$ cat src/rtl/keypad_pkg.sv
`default_nettype none
// ============================================================================
//  Module   : keypad_pkg
//  Purpose  : Shared constants, frame-result encoding and frame evaluator
//             for the 4x4 matrix keypad scanner.
//  Revision : 1.0  initial release
// ============================================================================
package keypad_pkg;

    localparam int NUM_ROWS = 4;
    localparam int NUM_COLS = 4;
    localparam int CODE_W   = 4;
    localparam int NUM_KEYS = NUM_ROWS * NUM_COLS;

    localparam logic [1:0] RES_NONE   = 2'd0;
    localparam logic [1:0] RES_SINGLE = 2'd1;
    localparam logic [1:0] RES_MULTI  = 2'd2;

    localparam logic [NUM_COLS-1:0] COL_SEL_RST = 4'b1110;

    // code is forced to zero unless kind is RES_SINGLE, so whole-struct
    // equality is a valid "same frame result" test.
    typedef struct packed {
        logic [1:0]        kind;
        logic [CODE_W-1:0] code;
    } frame_res_t;

    localparam frame_res_t FRAME_NONE = '{kind: RES_NONE, code: '0};

    // hits bit index is {row_idx, col_idx}, i.e. the key code itself.
    function automatic frame_res_t eval_frame(input logic [NUM_KEYS-1:0] hits);
        frame_res_t res;
        logic [1:0] n;
        res = FRAME_NONE;
        n   = 2'd0;
        for (int i = 0; i < NUM_KEYS; i++) begin
            if (hits[i]) begin
                if (n == 2'd0) begin
                    res.code = CODE_W'(i);
                end
                if (n != 2'd2) begin
                    n = n + 2'd1;
                end
            end
        end
        if (n == 2'd1) begin
            res.kind = RES_SINGLE;
        end else if (n == 2'd2) begin
            res.kind = RES_MULTI;
            res.code = '0;
        end
        return res;
    endfunction

endpackage
`default_nettype wire

$ cat src/rtl/sync_2ff.sv
`default_nettype none
// ============================================================================
//  Module   : sync_2ff
//  Purpose  : Two-flop synchronizer for asynchronous level inputs, resets
//             to all-ones (idle level of pulled-up keypad rows).
//  Revision : 1.0  initial release
// ============================================================================
module sync_2ff #(
    parameter int WIDTH = 4
) (
    input  logic             clk,
    input  logic             rst_n,
    input  logic [WIDTH-1:0] d,
    output logic [WIDTH-1:0] q
);

    logic [WIDTH-1:0] r_meta;
    logic [WIDTH-1:0] r_sync;

    always_ff @(posedge clk or negedge rst_n) begin
        if (!rst_n) begin
            r_meta <= '1;
            r_sync <= '1;
        end else begin
            r_meta <= d;
            r_sync <= r_meta;
        end
    end

    assign q = r_sync;

endmodule
`default_nettype wire

$ cat src/rtl/keypad_scanner.sv
`default_nettype none
// ============================================================================
//  Module   : keypad_scanner
//  Purpose  : Column-multiplexed 4x4 keypad scanner with per-frame debounce,
//             one key_valid pulse per accepted press.
//  Revision : 1.0  initial release
// ============================================================================
module keypad_scanner
    import keypad_pkg::*;
#(
    parameter int SCAN_DIV        = 1000,
    parameter int DEBOUNCE_FRAMES = 4
) (
    input  logic                clk,
    input  logic                rst_n,
    input  logic [NUM_ROWS-1:0] row_in,
    output logic [NUM_COLS-1:0] col_sel,
    output logic [CODE_W-1:0]   key_code,
    output logic                key_valid,
    output logic                key_held
);

    localparam int               SLOT_W      = (SCAN_DIV > 1) ? $clog2(SCAN_DIV) : 1;
    localparam logic [SLOT_W-1:0] C_SLOT_LAST = SLOT_W'(SCAN_DIV - 1);
    localparam logic [3:0]        C_DEB       = 4'(DEBOUNCE_FRAMES);

    logic [NUM_ROWS-1:0]                w_rows_sync;
    logic [SLOT_W-1:0]                  r_slot_cnt;
    logic                               w_slot_wrap;
    logic [1:0]                         r_col_idx;
    logic [NUM_COLS-1:0]                r_col_sel;
    logic [NUM_ROWS-1:0][NUM_COLS-1:0]  r_hits;
    logic                               r_frame_done;

    frame_res_t w_res;
    frame_res_t r_cand;
    frame_res_t r_stable;
    frame_res_t r_accept_res;
    frame_res_t w_cand_next;
    logic [3:0] r_match;
    logic [3:0] w_match_next;
    logic       w_accept;
    logic       r_accept;

    logic [CODE_W-1:0] r_key_code;
    logic              r_key_valid;
    logic              r_key_held;

    sync_2ff #(
        .WIDTH (NUM_ROWS)
    ) u_row_sync (
        .clk   (clk),
        .rst_n (rst_n),
        .d     (row_in),
        .q     (w_rows_sync)
    );

    assign w_slot_wrap = (r_slot_cnt == C_SLOT_LAST);

    // The sample on the wrap edge belongs to the outgoing column.
    always_ff @(posedge clk or negedge rst_n) begin
        if (!rst_n) begin
            r_slot_cnt   <= '0;
            r_col_idx    <= 2'd0;
            r_col_sel    <= COL_SEL_RST;
            r_hits       <= '0;
            r_frame_done <= 1'b0;
        end else begin
            r_frame_done <= 1'b0;
            if (w_slot_wrap) begin
                r_slot_cnt <= '0;
                for (int r = 0; r < NUM_ROWS; r++) begin
                    r_hits[r][r_col_idx] <= ~w_rows_sync[r];
                end
                r_col_idx    <= r_col_idx + 2'd1;
                r_col_sel    <= {r_col_sel[NUM_COLS-2:0], r_col_sel[NUM_COLS-1]};
                r_frame_done <= (r_col_idx == 2'd3);
            end else begin
                r_slot_cnt <= r_slot_cnt + SLOT_W'(1);
            end
        end
    end

    assign w_res = eval_frame(r_hits);

    always_comb begin
        w_cand_next  = r_cand;
        w_match_next = r_match;
        w_accept     = 1'b0;
        if (r_frame_done) begin
            if (w_res.kind == RES_MULTI) begin
                w_cand_next  = w_res;
                w_match_next = 4'd0;
            end else if (w_res == r_cand) begin
                if (r_match != C_DEB) begin
                    w_match_next = r_match + 4'd1;
                end
            end else begin
                w_cand_next  = w_res;
                w_match_next = 4'd1;
            end
            // MULTI keeps the count at zero, so it can never be accepted.
            w_accept = (w_match_next == C_DEB) && (w_cand_next != r_stable);
        end
    end

    always_ff @(posedge clk or negedge rst_n) begin
        if (!rst_n) begin
            r_cand       <= FRAME_NONE;
            r_match      <= 4'd0;
            r_stable     <= FRAME_NONE;
            r_accept     <= 1'b0;
            r_accept_res <= FRAME_NONE;
        end else begin
            r_cand   <= w_cand_next;
            r_match  <= w_match_next;
            r_accept <= w_accept;
            if (w_accept) begin
                r_stable     <= w_cand_next;
                r_accept_res <= w_cand_next;
            end
        end
    end

    always_ff @(posedge clk or negedge rst_n) begin
        if (!rst_n) begin
            r_key_code  <= '0;
            r_key_valid <= 1'b0;
            r_key_held  <= 1'b0;
        end else begin
            r_key_valid <= 1'b0;
            if (r_accept) begin
                if (r_accept_res.kind == RES_SINGLE) begin
                    r_key_code  <= r_accept_res.code;
                    r_key_valid <= 1'b1;
                    r_key_held  <= 1'b1;
                end else begin
                    r_key_held  <= 1'b0;
                end
            end
        end
    end

    assign col_sel   = r_col_sel;
    assign key_code  = r_key_code;
    assign key_valid = r_key_valid;
    assign key_held  = r_key_held;

endmodule
`default_nettype wire

$ cat config.mk
export PLATFORM = sky130hd
export DESIGN_NAME = keypad_scanner
export DESIGN_NICKNAME = d
export VERILOG_FILES = /design/src/rtl/keypad_pkg.sv /design/src/rtl/sync_2ff.sv /design/src/rtl/keypad_scanner.sv
export SDC_FILE = /design/constraint.sdc
export NUM_CORES = 1
export LEC_CHECK = 0
export CORE_AREA = 2 2 104 106
export CTS_CLUSTER_SIZE = 28
export DETAILED_ROUTE_END_ITERATION = 16
export DIE_AREA = 0 0 106 108
export PLACE_DENSITY = 0.66
export SETUP_SLACK_MARGIN = 0.4
export SLEW_MARGIN = 20
export SYNTH_ARGS = -nofsm -noshare
export SYNTH_HDL_FRONTEND = slang
export SYNTH_SLANG_ARGS = --single-unit
$ cat constraint.sdc
create_clock -name clk -period 9.3 [get_ports clk]
set_input_delay 2.325 -clock clk [delete_from_list [all_inputs] [get_ports clk]]
set_output_delay 2.325 -clock clk [all_outputs]
set_load 0.02 [all_outputs]
# Word-level counts from Yosys, hierarchy flattened
# Index checks and enable logic that the tools add are counted.
# totals
ff_bits,64
out_inout_bits,10
# op_classes
bitwise,4
magnitude_cmp,2
n_reduce_logical,18
n_eq_ne,25
muxes,83
add_sub_neg,18
# ops
operator,n
two-way mux 4 bit,33
two-way mux 2 bit,31
"adder 2 x 1 -> 2 bit, second input constant",16
zero test 2 bit,15
two-way mux 6 bit,5
"!= test 2 bit, second input constant",15
bitwise mux 4 bit,4
"adder 10 x 1 -> 10 bit, second input constant",1
"== test 10 bit, second input constant",1
two-way mux 10 bit,1
two-way mux 1 bit,8
"== test 2 bit, second input constant",3
== test 6 bit,1
!= test 6 bit,1
"adder 4 x 1 -> 4 bit, second input constant",1
"== test 2 x 1 -> 1 bit, second input constant",2
"== test 4 x 3 -> 1 bit, second input constant",1
"!= test 4 x 3 -> 1 bit, second input constant",1
NOT 1 bit,4
"less-than comparator 2 x 3 -> 1 bit, second input constant",1
demux 1 bit (select 2 bit),1
">= comparator 2 x 1 -> 1 bit, second input constant",1
logical AND 1 bit,2
AND reduction 2 bit,1

# Longest topological paths before layout
# Gate-level depths: netlist of the first run.
# logic_depth
ltp_word,56
ltp_mapped,27

# Hierarchy
# Synthesis of the first run repeated with hierarchy kept, for this count alone.
# hier_totals
hier_cells,597
hier_area_um2,5266.3
# modules_own_cells
mod,instances,area_per_inst_um2,cells_per_inst,seq_area_each_um2
keypad_scanner,1,5056.1,589,1405.1
sync_2ff,1,210.2,8,210.2

# Worst setup path before layout of the first run
# OpenSTA, ideal clock, no wires.
# synth_path
kind,register to register
from,reg r_hits[0] (netlist name)
to,reg r_accept_res[0] (netlist name)
arrival_ns,6.848
path_buffers,2
setup_time_ns,0.125
setup_slack_ns,2.327
stages_incl_launch_ff,27
path_cell_list,dfrtp_1 > inv_1 > ha_1 > or4b_1 > buf_2 > o211ai_2 > o21ai_2 > and3_1 > o32ai_1 > nor3_2 > a221o_2 > xnor2_2 > a21oi_2 > o221ai_1 > mux2_4 > a211oi_4 > nor3_2 > o221a_2 > a31o_2 > or3_1 > and3_4 > buf_6 > a21o_1 > a21oi_2 > nand4_2 > a2111oi_4 > mux2_2
# synth_between
elab_chain_len,56
# synth_lines
item,line_no,source
start: declaration,keypad_scanner.sv:32,logic [NUM_ROWS-1:0][NUM_COLS-1:0] r_hits;
start signal: indexed assignment,keypad_scanner.sv:73,r_hits[r][r_col_idx] <= ~w_rows_sync[r];
two-way mux 1 bit (*),keypad_pkg.sv:37,if (hits[i]) begin
adder 2 x 1 -> 2 bit or != test 2 bit (tied branches),"keypad_pkg.sv:42, keypad_pkg.sv:41",
two-way mux 2 bit,keypad_pkg.sv:41,if (n != 2'd2) begin
two-way mux 2 bit,keypad_pkg.sv:37,
adder 2 x 1 -> 2 bit or != test 2 bit (tied branches),"keypad_pkg.sv:42, keypad_pkg.sv:41",
two-way mux 2 bit,keypad_pkg.sv:41,
two-way mux 2 bit,keypad_pkg.sv:37,
adder 2 x 1 -> 2 bit or != test 2 bit (tied branches),"keypad_pkg.sv:42, keypad_pkg.sv:41",
(+41 left out),-,
== test 6 bit,keypad_scanner.sv:94,end else if (w_res == r_cand) begin
two-way mux 6 bit or two-way mux 4 bit (tied branches),keypad_scanner.sv:94,
two-way mux 6 bit or two-way mux 4 bit (tied branches),keypad_scanner.sv:91,if (w_res.kind == RES_MULTI) begin
two-way mux 6 bit or two-way mux 4 bit (tied branches),keypad_scanner.sv:90,if (r_frame_done) begin
!= test 6 bit or == test 4 x 3 -> 1 bit (tied branches),keypad_scanner.sv:103,w_accept = (w_match_next == C_DEB) && (w_cand_next != r_stable);
logical AND 1 bit (*),keypad_scanner.sv:103,
two-way mux 1 bit (*),keypad_scanner.sv:90,
net w_accept,keypad_scanner.sv:42,logic w_accept;
end signal: assignment,keypad_scanner.sv:120,r_accept_res <= w_cand_next;
end: declaration,keypad_scanner.sv:38,frame_res_t r_accept_res;
# The timed path passes the listed nets; every way through them passes the cells marked *. The select of a mux whose other input is x is not followed.
# A chain may end at the register's enable or synchronous reset.

# Worst setup path in the final report of the first run
# layout_path
from,reg r_hits[0] (netlist name)
to,reg r_accept_res[4] (netlist name)
# The elaborated chain is that of the path after synthesis.

==> results of run 1 <==
per-layer routing:
layer,vias up,part of all wire,routed length [um],GRT usage
li1,2250,-,-,-
met1,2165,0.48,5460,0.282
met2,129,0.46,5320,0.350
met3,10,0.047,540,0.0404
met4,0,0.011,129,0.0714
met5,-,0,0,0
synthesized netlist by cell type (all sizes together), types with 9 or more instances:
master  count
a21oi      27
and2       10
clkbuf     20
dfrtp      53
dfstp      11
ha         12
inv        26
mux2       17
nand2      70
nand3      27
nor2       41
nor3       18
o211ai     12
o21ai      56
o221ai      9
o31ai      10
xnor2      16
cells by family after synthesis:
family / Yosys count / share of synthesized area
xor gates and xnor gates: 24 / 0.0460
adders and majority gates: 12 / 0.0297
DFF: 64 / 0.320
AOI/OAI and AO/OA: 207 / 0.309
and+or+nand+nor: 214 / 0.212
buffers and inverters: 54 / 0.0436
muxes: 18 / 0.0406
per-stage QoR:
step                      setup slack [ns]  power (uW)  std cells  area (um2)   util
after floorplan                       2.33         287        593        5050      -
after global placement                1.47         295        719        5260  0.514
after detailed placement              1.43         295        719        5260  0.514
after CTS                             1.39         532        735        5460  0.534
after global routing                 0.832         544        735        5460  0.534
final                                 1.32         525        735        5460  0.534
worst paths after layout:
| check | startpoint | endpoint | slack, ns | depth (start not counted) |
|---|---|---|---|---|
| max in group asynchronous | rst_n | r_cand[0] | 6.62 | 2 |
| min | u_row_sync.r_meta[1] | u_row_sync.q[1] | 0.35 | 0 |
| min in group asynchronous | rst_n | r_cand[5] | 2.14 | 2 |
| min reg2reg | u_row_sync.r_meta[1] | u_row_sync.q[1] | 0.35 | 0 |
| max | r_hits[0] | r_accept_res[4] | 1.32 | 24 |
| max reg2reg | r_hits[0] | r_accept_res[4] | 1.32 | 24 |
worst max-delay path: stages (launching register included):
cell       delay [ns]
dfrtp_1          0.39
inv_1            0.10
ha_1             0.36
or4b_1           0.69
o211ai_2         0.19
nor3_2           0.06
a222oi_1         0.76
o32ai_1          0.37
nor3_2           0.32
a2bb2o_1         0.35
and3_1           0.21
a211oi_1         0.34
nor3_1           0.12
nor3_1           0.41
a211oi_4         0.09
nor3_2           0.49
o31ai_4          0.13
xor2_1           0.38
o2111ai_1        0.22
and3_4           0.27
and2_1           0.18
xnor2_1          0.23
nand4_2          0.21
a2111oi_4        0.58
mux2_2           0.40
area by class of cell:
cell class              count  area [um2]  area share
well taps                 136         170      0.0312
clock buffers              11         141      0.0259
inverters                  28         105      0.0192
repair buffers             16         153      0.0280
flip-flops and latches     64        1620       0.296
multi-input cells         475        3220       0.590
clock inverters             5        56.3      0.0103
sequential cells by signal (all words and copies together) (netlist names), 2 cells and up:
name / cells
r_cand: 6
u_row_sync.q: 4
u_row_sync.r_meta: 4
r_col_idx: 2
key_code: 4
col_sel: 4
r_match: 4
r_hits: 16
r_slot_cnt: 10
r_accept_res: 6
report_power, final:
part / switching (uW) / internal [uW]
Sequential: 1.14 / 282
Clock: 104 / 131
Combinational: 5.34 / 1.87
Total: 111 / 414
==> impl_metrics.py, run 1 <==
metrics = {
    "floorplan": {
        "pin_count": 16,
        "start_util": 0.494,
        "die_y_um": 108,
        "die_x_um": 106,
        "fp.coreArea_um2": 10200,
        "dieArea_um2": 11400,
        "num_rows": 37,
    },
    "drt": {
        "drc_errors": 0,
        "first_iter_violations": 249,
        "wire_per_inst_um": 15.6,
        "wl_um": 11500,
        "dr_total_vias": 4554,
        "viasPerCell": 6.20,
        "ant_nets": 0,
        "dr.pass1.iters": 5,
    },
    "synth": {
        "synth_edf_count": 0,
        "synth_top_area_cell": "dfrtp_1",
        "synth-seq-cells": 64,
        "syn-cell-area_um2": 5050,
        "synth.distinct_cells": 89,
        "avgSynthCellArea_um2": 8.52,
        "ys_seq_area_frac": 0.320,
        "yosys_warnings": 0,
        "synth-main-ff-cell": "dfrtp_1",
        "async_flop_share": 1.00,
        "synth.area.top_cells": "dfrtp_1 26%, dfstp_2 5.7%, o21ai_0 5.2%, nand2_1 5.2%, mux2_2 3.6%",
        "yosys.area.top_type_share": 0.262,
        "syn_nets": 611,
        "syn_inst": 593,
    },
    "global_routing": {
        "grt_max_degree": 65,
        "antenna_found_initial": 0,
        "gr-total-overflow": 0,
        "grt_pass1_vias": 4277,
        "grt_pass1_wl_um": 20000,
        "grtUsageTotal": 0.212,
    },
    "timing": {
        "finalMaxSlewViolations": 0,
        "slew_headroom": 0.431,
        "hold_viol_final": 0,
        "worstMarginPinSlew_ns": 0.850,
        "max_freq_mhz": 125,
        "rsz0062_at_grt": "false",
        "finalSetupViolCount": 0,
        "hold_slack_ns": 0.348,
        "fin_crit_sh": 0.858,
        "finalClockSkew_ns": 0.0100,
        "tns_ns": 0,
        "timing.final.crit_period_ns": 7.98,
    },
    "status": {
        "status": "finished, final reports clean",
    },
    "place": {
        "dpl.hpwl_um": 8650,
        "gp_congestion": 0.951,
        "io_buffers": 15,
    },
    "setup_path": {
        "crit_type": "reg2reg",
        "start_kind": "register",
        "worstPathArrival_ns": 8.20,
        "cp.required_ns": 9.52,
        "crit_path_end_kind": "register",
        "path_max_fanout": 12,
    },
    "hold_path": {
        "hp-class": "reg2reg",
    },
    "clock_tree": {
        "cts_buffers": 9,
        "clkTransAtPathRegs_ns": 0.07,
        "cts_root_buf": "clkbuf_8",
        "cts_tree": "built",
        "clock_latency_ns": 0.34,
        "htree_levels": 3,
        "postCtsSetupBuffers": 0,
        "cts.hold.buffers_added": 0,
        "cts_resized": 0,
        "clock_sinks": 64,
        "clockBufferDepth": 2,
    },
    "layout": {
        "synthToLayoutAreaGrowth_pct": 8.02,
        "fillers": 971,
        "fin_nets": 612,
        "layout_common_cells": "70 x nand2_1, 53 x o21ai_0, 53 x dfrtp_1",
        "antenna_cells": 0,
        "final_common_cell": "nand2_1",
        "drive_gt1_frac": 0.135,
    },
    "power": {
        "leakagePower_uw": 0.00213,
        "ir_drop_mv": 0.121,
        "power.density_nw_per_um2": 96.1,
    },
    "job": {
        "max_cap_violations": 0,
    },
}
Power figures use the tool's default switching activity.
==> run 2, diff against run 1 <==
- ABC_AREA: default -> 1
- CORE_AREA: 2 2 104 106 -> 2 2 108 110
- DIE_AREA: 0 0 106 108 -> 0 0 110 112
- DONT_BUFFER_PORTS: default -> 1
- PLACE_DENSITY: 0.66 -> default
==> run 2 against run 1 <==
Total power rose by 11%. Cell area fell by 7.0%. Cell count rose by 7.2%. Via count fell by 15%. Sequential power barely moved. Register-to-register slack improved by 2.6 ns. Sequential share of layout area rose by 2.2 points. Synthesized area fell by 3.2%. Clock skew fell by 0.0036 ns. Routed wire length fell by 19%. Critical path depth rose by 22. Critical path type unchanged. Critical endpoint is now r_accept_res[1].
==> impl_metrics.py, run 2 <==
metrics = {
    "layout": {
        "drive_gt1_frac": 0.205,
        "antenna_cells": 0,
        "final_common_cell": "nand2_1",
        "reg_top3": "r_hits (16), r_slot_cnt (10)",
        "multi_input_area_um2": 2750,
        "top_register": "r_hits",
        "synthToLayoutAreaGrowth_pct": 3.78,
        "largest_reg_flops": 16,
        "register_area_um2": 1620,
        "fillers": 1092,
        "layout_common_cells": "199 x nand2_1, 72 x nand3_1, 65 x inv_1",
        "fin_nets": 658,
        "post-route-util": 0.454,
    },
    "synth": {
        "synth_edf_count": 0,
        "synth-seq-cells": 64,
        "synth-main-ff-cell": "dfrtp_1",
        "syn_nets": 660,
        "syn_inst": 642,
        "synth.distinct_cells": 40,
        "synth_top_area_cell": "dfrtp_1",
        "syn-cell-area_um2": 4890,
        "yosys_warnings": 0,
        "synth.area.top_cells": "dfrtp_1 27%, nand2_1 15%, nand3_1 7.4%, dfstp_2 5.9%, nand2_4 5.1%",
        "async_flop_share": 1.00,
        "ys_seq_area_frac": 0.330,
        "synth_common_cells": "199 x nand2_1, 72 x nand3_1, 65 x inv_1",
        "synth.most_common_cell": "nand2_1",
        "yosys.area.top_type_share": 0.271,
        "avgSynthCellArea_um2": 7.62,
    },
    "drt": {
        "wire_per_inst_um": 11.8,
        "dr.pass1.iters": 4,
        "ant_nets": 0,
        "drc_errors": 0,
        "dr_total_vias": 3891,
        "viasPerCell": 4.94,
        "first_iter_violations": 193,
        "wl_um": 9320,
    },
    "clock_tree": {
        "cts_resized": 0,
        "postCtsSetupBuffers": 0,
        "cts.hold.buffers_added": 0,
        "clkTransAtPathRegs_ns": 0.05,
        "cts_buffers": 9,
        "cts_root_buf": "clkbuf_16",
        "clock_latency_ns": 0.33,
        "htree_levels": 3,
        "clock_sinks": 64,
        "clockBufferDepth": 2,
        "cts_tree": "built",
    },
    "floorplan": {
        "pin_count": 16,
        "dieArea_um2": 12300,
        "start_util": 0.438,
        "die_y_um": 112,
        "fp.coreArea_um2": 11200,
        "die_x_um": 110,
        "num_rows": 39,
    },
    "timing": {
        "worstMarginPinSlew_ns": 0.437,
        "finalClockSkew_ns": 0.00643,
        "max_freq_mhz": 186,
        "finalSetupViolCount": 0,
        "tns_ns": 0,
        "hold_viol_final": 0,
        "timing.final.crit_period_ns": 5.37,
        "finalMaxSlewViolations": 0,
        "fin_crit_sh": 0.578,
        "slew_headroom": 0.707,
        "rsz0062_at_grt": "false",
    },
    "setup_path": {
        "r2r_cells": 46,
        "worstPathArrival_ns": 5.58,
        "slowest_stage": "dfrtp_1",
        "crit_top_cell": "nand2_1",
        "slowest_delay_ns": 0.39,
        "crit_type": "reg2reg",
        "r2r-start": "r_hits[0]",
        "r2r_end": "r_accept_res[1]",
        "crit_path_end_kind": "register",
        "cp.required_ns": 9.51,
        "path_max_fanout": 18,
        "start_kind": "register",
        "rrSetupSlack_ns": 3.93,
    },
    "hold_path": {
        "min_path_cells": 0,
        "min-delay-start": "u_row_sync.r_meta[2]",
        "min_to": "u_row_sync.q[2]",
        "hp-class": "reg2reg",
    },
    "place": {
        "io_buffers": 0,
        "gp_congestion": 0.866,
        "dpl.hpwl_um": 7130,
    },
    "power": {
        "leakagePower_uw": 0.00252,
        "ir_drop_mv": 0.128,
        "power.density_nw_per_um2": 115,
    },
    "status": {
        "status": "finished, final reports clean",
    },
    "global_routing": {
        "grt_pass1_vias": 3827,
        "grtUsageTotal": 0.170,
        "antenna_found_initial": 0,
        "grt_max_degree": 65,
        "grt_pass1_wl_um": 17000,
        "gr-total-overflow": 0,
    },
    "job": {
        "max_cap_violations": 0,
    },
}
-- run 2: cell types whose count changed in the layout (fill, tap and decap cells not counted), sizes merged, moves of 10 or more --
cell | before | now
nor3 | 18 | 7
o31ai | 10 | 0
mux2 | 17 | 0
clkdlybuf4s50 | 14 | 0
xnor2 | 16 | 2
inv | 26 | 70
a21oi | 27 | 12
o211ai | 12 | 2
o21ai | 56 | 40
nand3 | 27 | 93
nand2 | 70 | 260
-- run 2: kinds of logic (layout without fill, tap and decap cells) --
kind of cell | after synthesis | in the layout | synth area share
xor gates and xnor gates | 7 | 7 | 0.0125
DFF | 64 | 64 | 0.330
and+or+nand+nor | 416 | 416 | 0.454
adders and majority gates | 12 | 12 | 0.0307
buffers and inverters | 85 | 88 | 0.109
AOI/OAI and AO/OA | 58 | 58 | 0.0644
-- run 2: how the worst max path moves through the flow --
stage,from,to,slack [ns],cells past startpoint
global route,r_hits[0],r_accept_res[3],3.13,48
detailed placement,r_hits[0],r_accept_res[1],3.88,48
floorplan,r_hits[0],r_accept_res[0],4.71,48
CTS,r_hits[0],r_accept_res[1],3.87,48
finish,r_hits[0],r_accept_res[1],3.93,46
global placement,r_hits[0],r_accept_res[0],3.95,46
-- run 2: area by class of cell --
class | count | share of cell area
Multi-Input combinational cell | 493 | 0.541
Inverter | 72 | 0.0532
Sequential cell | 64 | 0.318
Clock buffer | 13 | 0.0493
Tap cell | 143 | 0.0352
Clock inverter | 3 | 0.00345
-- run 2: power by group --
| part | internal (uW) | switching (uW) |
|---|---|---|
| logic | 0.00135 | 0 |
| clock network | 187 | 114 |
| registers | 282 | 1.10 |
-- run 2: metrics by stage --
step / setup WS [ns] / std cells / cell area (um2) / hold WS (ns) / power, uW
floorplan: 4.71 / 642 / 4890 / 0.345 / 287
global placement: 3.95 / 772 / 4810 / 0.346 / 288
detailed placement: 3.88 / 772 / 4810 / 0.347 / 288
CTS: 3.87 / 788 / 5080 / 0.353 / 592
global route: 3.13 / 788 / 5080 / 0.358 / 607
finish: 3.93 / 788 / 5080 / 0.353 / 584
-- run 2: critical path, delay by kind of cell (launching register included) --
| kind | cells | cell delay [ns] |
|---|---|---|
| simple gates | 43 | 4.31 |
| flops | 1 | 0.39 |
| fa+ha+maj | 1 | 0.35 |
| compound gates | 1 | 0.13 |
| buf+inv | 1 | 0.09 |
-- run 2: metal layers --
metal  GRT usage  part of all wire  vias up
met5           0                 0        -
met4      0.0515             0.016        0
met3      0.0351             0.035       12
met2       0.275              0.47       55
met1       0.227              0.48     1759
li1            -                 -     2065
==> run 3, diff against run 2 <==
- clock period: 9.3 -> 4.5 ns (I/O delays scaled with it)
==> run 3 against run 2 <==
The run now ends with negative setup slack left. Global-route usage up 1.1 points. Die area unchanged. Worst setup slack worse by 4.7 ns. Clock power up 100%. Cell count up 7.9%. Utilization up 9.6 points. Clock skew down 0.0015 ns. First-iteration DRC count down 39%. Via count up 9.6%. Sequential share of layout area down 5.5 points. Critical path type unchanged.
==> impl_metrics.py, run 3 (synthesis gave the netlist of run 2 again) <==
metrics = {
    "status": {
        "violations": "negative setup slack",
        "status": "finished, violations left",
    },
    "floorplan": {
        "fp.coreArea_um2": 11200,
        "die_x_um": 110,
        "num_rows": 39,
        "start_util": 0.438,
        "die_y_um": 112,
        "pin_count": 16,
        "dieArea_um2": 12300,
    },
    "place": {
        "dp_cells": 817,
        "postPlaceCellArea_um2": 5260,
        "io_buffers": 0,
        "gp_congestion": 0.865,
        "dpl.hpwl_um": 7590,
    },
    "setup_path": {
        "crit_path_end_kind": "register",
        "r2r_cells": 49,
        "worstPathArrival_ns": 5.51,
        "crit_top_cell": "nand2_4",
        "slowest_delay_ns": 0.41,
        "path_max_fanout": 6,
        "cp.required_ns": 4.71,
        "start_kind": "register",
        "crit_type": "reg2reg",
        "slowest_stage": "dfrtp_1",
    },
    "timing": {
        "hold_viol_final": 0,
        "finalClockSkew_ns": 0.00489,
        "fin_crit_sh": 1.18,
        "finalSetupViolCount": 17,
        "max_freq_mhz": 189,
        "finalMaxSlewViolations": 0,
        "timing.final.crit_period_ns": 5.29,
        "tns_ns": -8.04,
        "worstMarginPinSlew_ns": 0.582,
        "layout_setup_ws_ns": -0.794,
        "slew_headroom": 0.612,
        "rsz0062_at_grt": "true",
    },
    "layout": {
        "top_register": "r_hits",
        "multi_input_area_um2": 3330,
        "largest_reg_flops": 16,
        "final_common_cell": "nand2_1",
        "drive_gt1_frac": 0.416,
        "reg_top3": "r_hits (16), r_slot_cnt (10)",
        "layout.cells.non_filler": 850,
        "fillers": 1008,
        "synthToLayoutAreaGrowth_pct": 25.6,
        "layout_common_cells": "142 x nand2_1, 69 x nand2_2, 63 x buf_4",
        "fin_nets": 722,
        "register_area_um2": 1620,
        "post-route-util": 0.550,
        "antenna_cells": 0,
        "final_cell_area_um2": 6150,
    },
    "clock_tree": {
        "cts_root_buf": "clkbuf_16",
        "htree_levels": 3,
        "cts_tree": "built",
        "clkTransAtPathRegs_ns": 0.05,
        "clockBufferDepth": 2,
        "clock_sinks": 64,
        "cts_buffers": 9,
        "clock_latency_ns": 0.32,
    },
    "global_routing": {
        "grtUsageTotal": 0.181,
        "use_met1": 0.226,
        "busiest_layer": "met2",
        "met2_usage": 0.306,
        "gr-total-overflow": 0,
        "grt_pass1_vias": 4223,
        "grt_pass1_wl_um": 18200,
        "antenna_found_initial": 0,
        "grt_max_degree": 65,
        "met3_usage": 0.0375,
    },
    "drt": {
        "drc_errors": 0,
        "wire_per_inst_um": 12.9,
        "viasPerCell": 5.02,
        "wl_um": 10900,
        "first_iter_violations": 117,
        "dr_total_vias": 4263,
        "ant_nets": 0,
        "dr.pass1.iters": 4,
    },
    "power": {
        "power.density_nw_per_um2": 195,
        "leakagePower_uw": 0.00291,
        "total_power_uw": 1200,
        "ir_drop_mv": 0.243,
    },
    "job": {
        "max_cap_violations": 0,
    },
    "hold_path": {
        "min_path_cells": 0,
        "hp-class": "reg2reg",
    },
}
run 3: cell count changes in the layout (fill, tap and decap cells not counted), moves of 8 or more:
cell / change
nand3_2: +18
nand2_2: +30
buf_4: +63
nand2_1: -57
nand3_1: -26
nand2_4: +26
o21ai_0: -10
nand3_4: +8
run 3: area by class of cell:
cell class                      instances  share of cell area
Sequential cell                        64               0.263
Clock inverter                          4             0.00366
Tap cell                              143              0.0291
Clock buffer                           10              0.0389
Timing Repair Buffer                   64              0.0788
Multi-Input combinational cell        493               0.542
Inverter                               72              0.0444
run 3: worst max-delay path: cells and delay by family, from the launching register on:
family	cells	cell delay [ns]
AND/OR/NAND/NOR	42	4.11
flip-flops	1	0.41
buffers and inverters	5	0.35
adder cells (fa/ha/maj)	1	0.17
AO/OA/AOI/OAI	1	0.16
run 3: path summary, 6_finish.rpt:
check / endpoint / from / slack [ns]
max in group asynchronous: u_row_sync.r_meta[1] / rst_n / 3.81
min reg2reg: u_row_sync.q[1] / u_row_sync.r_meta[1] / 0.36
max reg2reg: r_accept_res[4] / r_hits[0] / -0.79
max: r_accept_res[4] / r_hits[0] / -0.79
min in group asynchronous: r_match[1] / rst_n / 0.49
min: u_row_sync.q[1] / u_row_sync.r_meta[1] / 0.36
run 3: repair_timing:
item                                    CTS  global route
resized for setup                        36            95
endpoints found under the setup margin   17            17
buffers inserted                         14             5
hold buffers                              0             0
gates cloned                              0             0
endpoints found under the hold margin     0             0
pin swaps                                19            64
run 3: where the power goes:
group	switching, uW	internal, uW	leakage [uW]
clock	234	377	0.000130
combinational	0	0.00279	0.00194
sequential	2.55	583	0.000840
run 3: per-layer routing:
layer | up-vias | part of all wire
met5 | - | 0
met4 | 0 | 0.023
met3 | 21 | 0.030
met2 | 49 | 0.50
met1 | 1999 | 0.45
li1 | 2194 | -
run 3: stage by stage:
step           worst slack (ns)  hold slack, ns
2_1_floorplan           0.00857           0.345
3_3_place_gp             -0.532           0.347
3_5_place_dp             -0.675           0.347
4_1_cts                  -0.647           0.357
5_1_grt                   -1.28           0.361
6_report                 -0.794           0.355
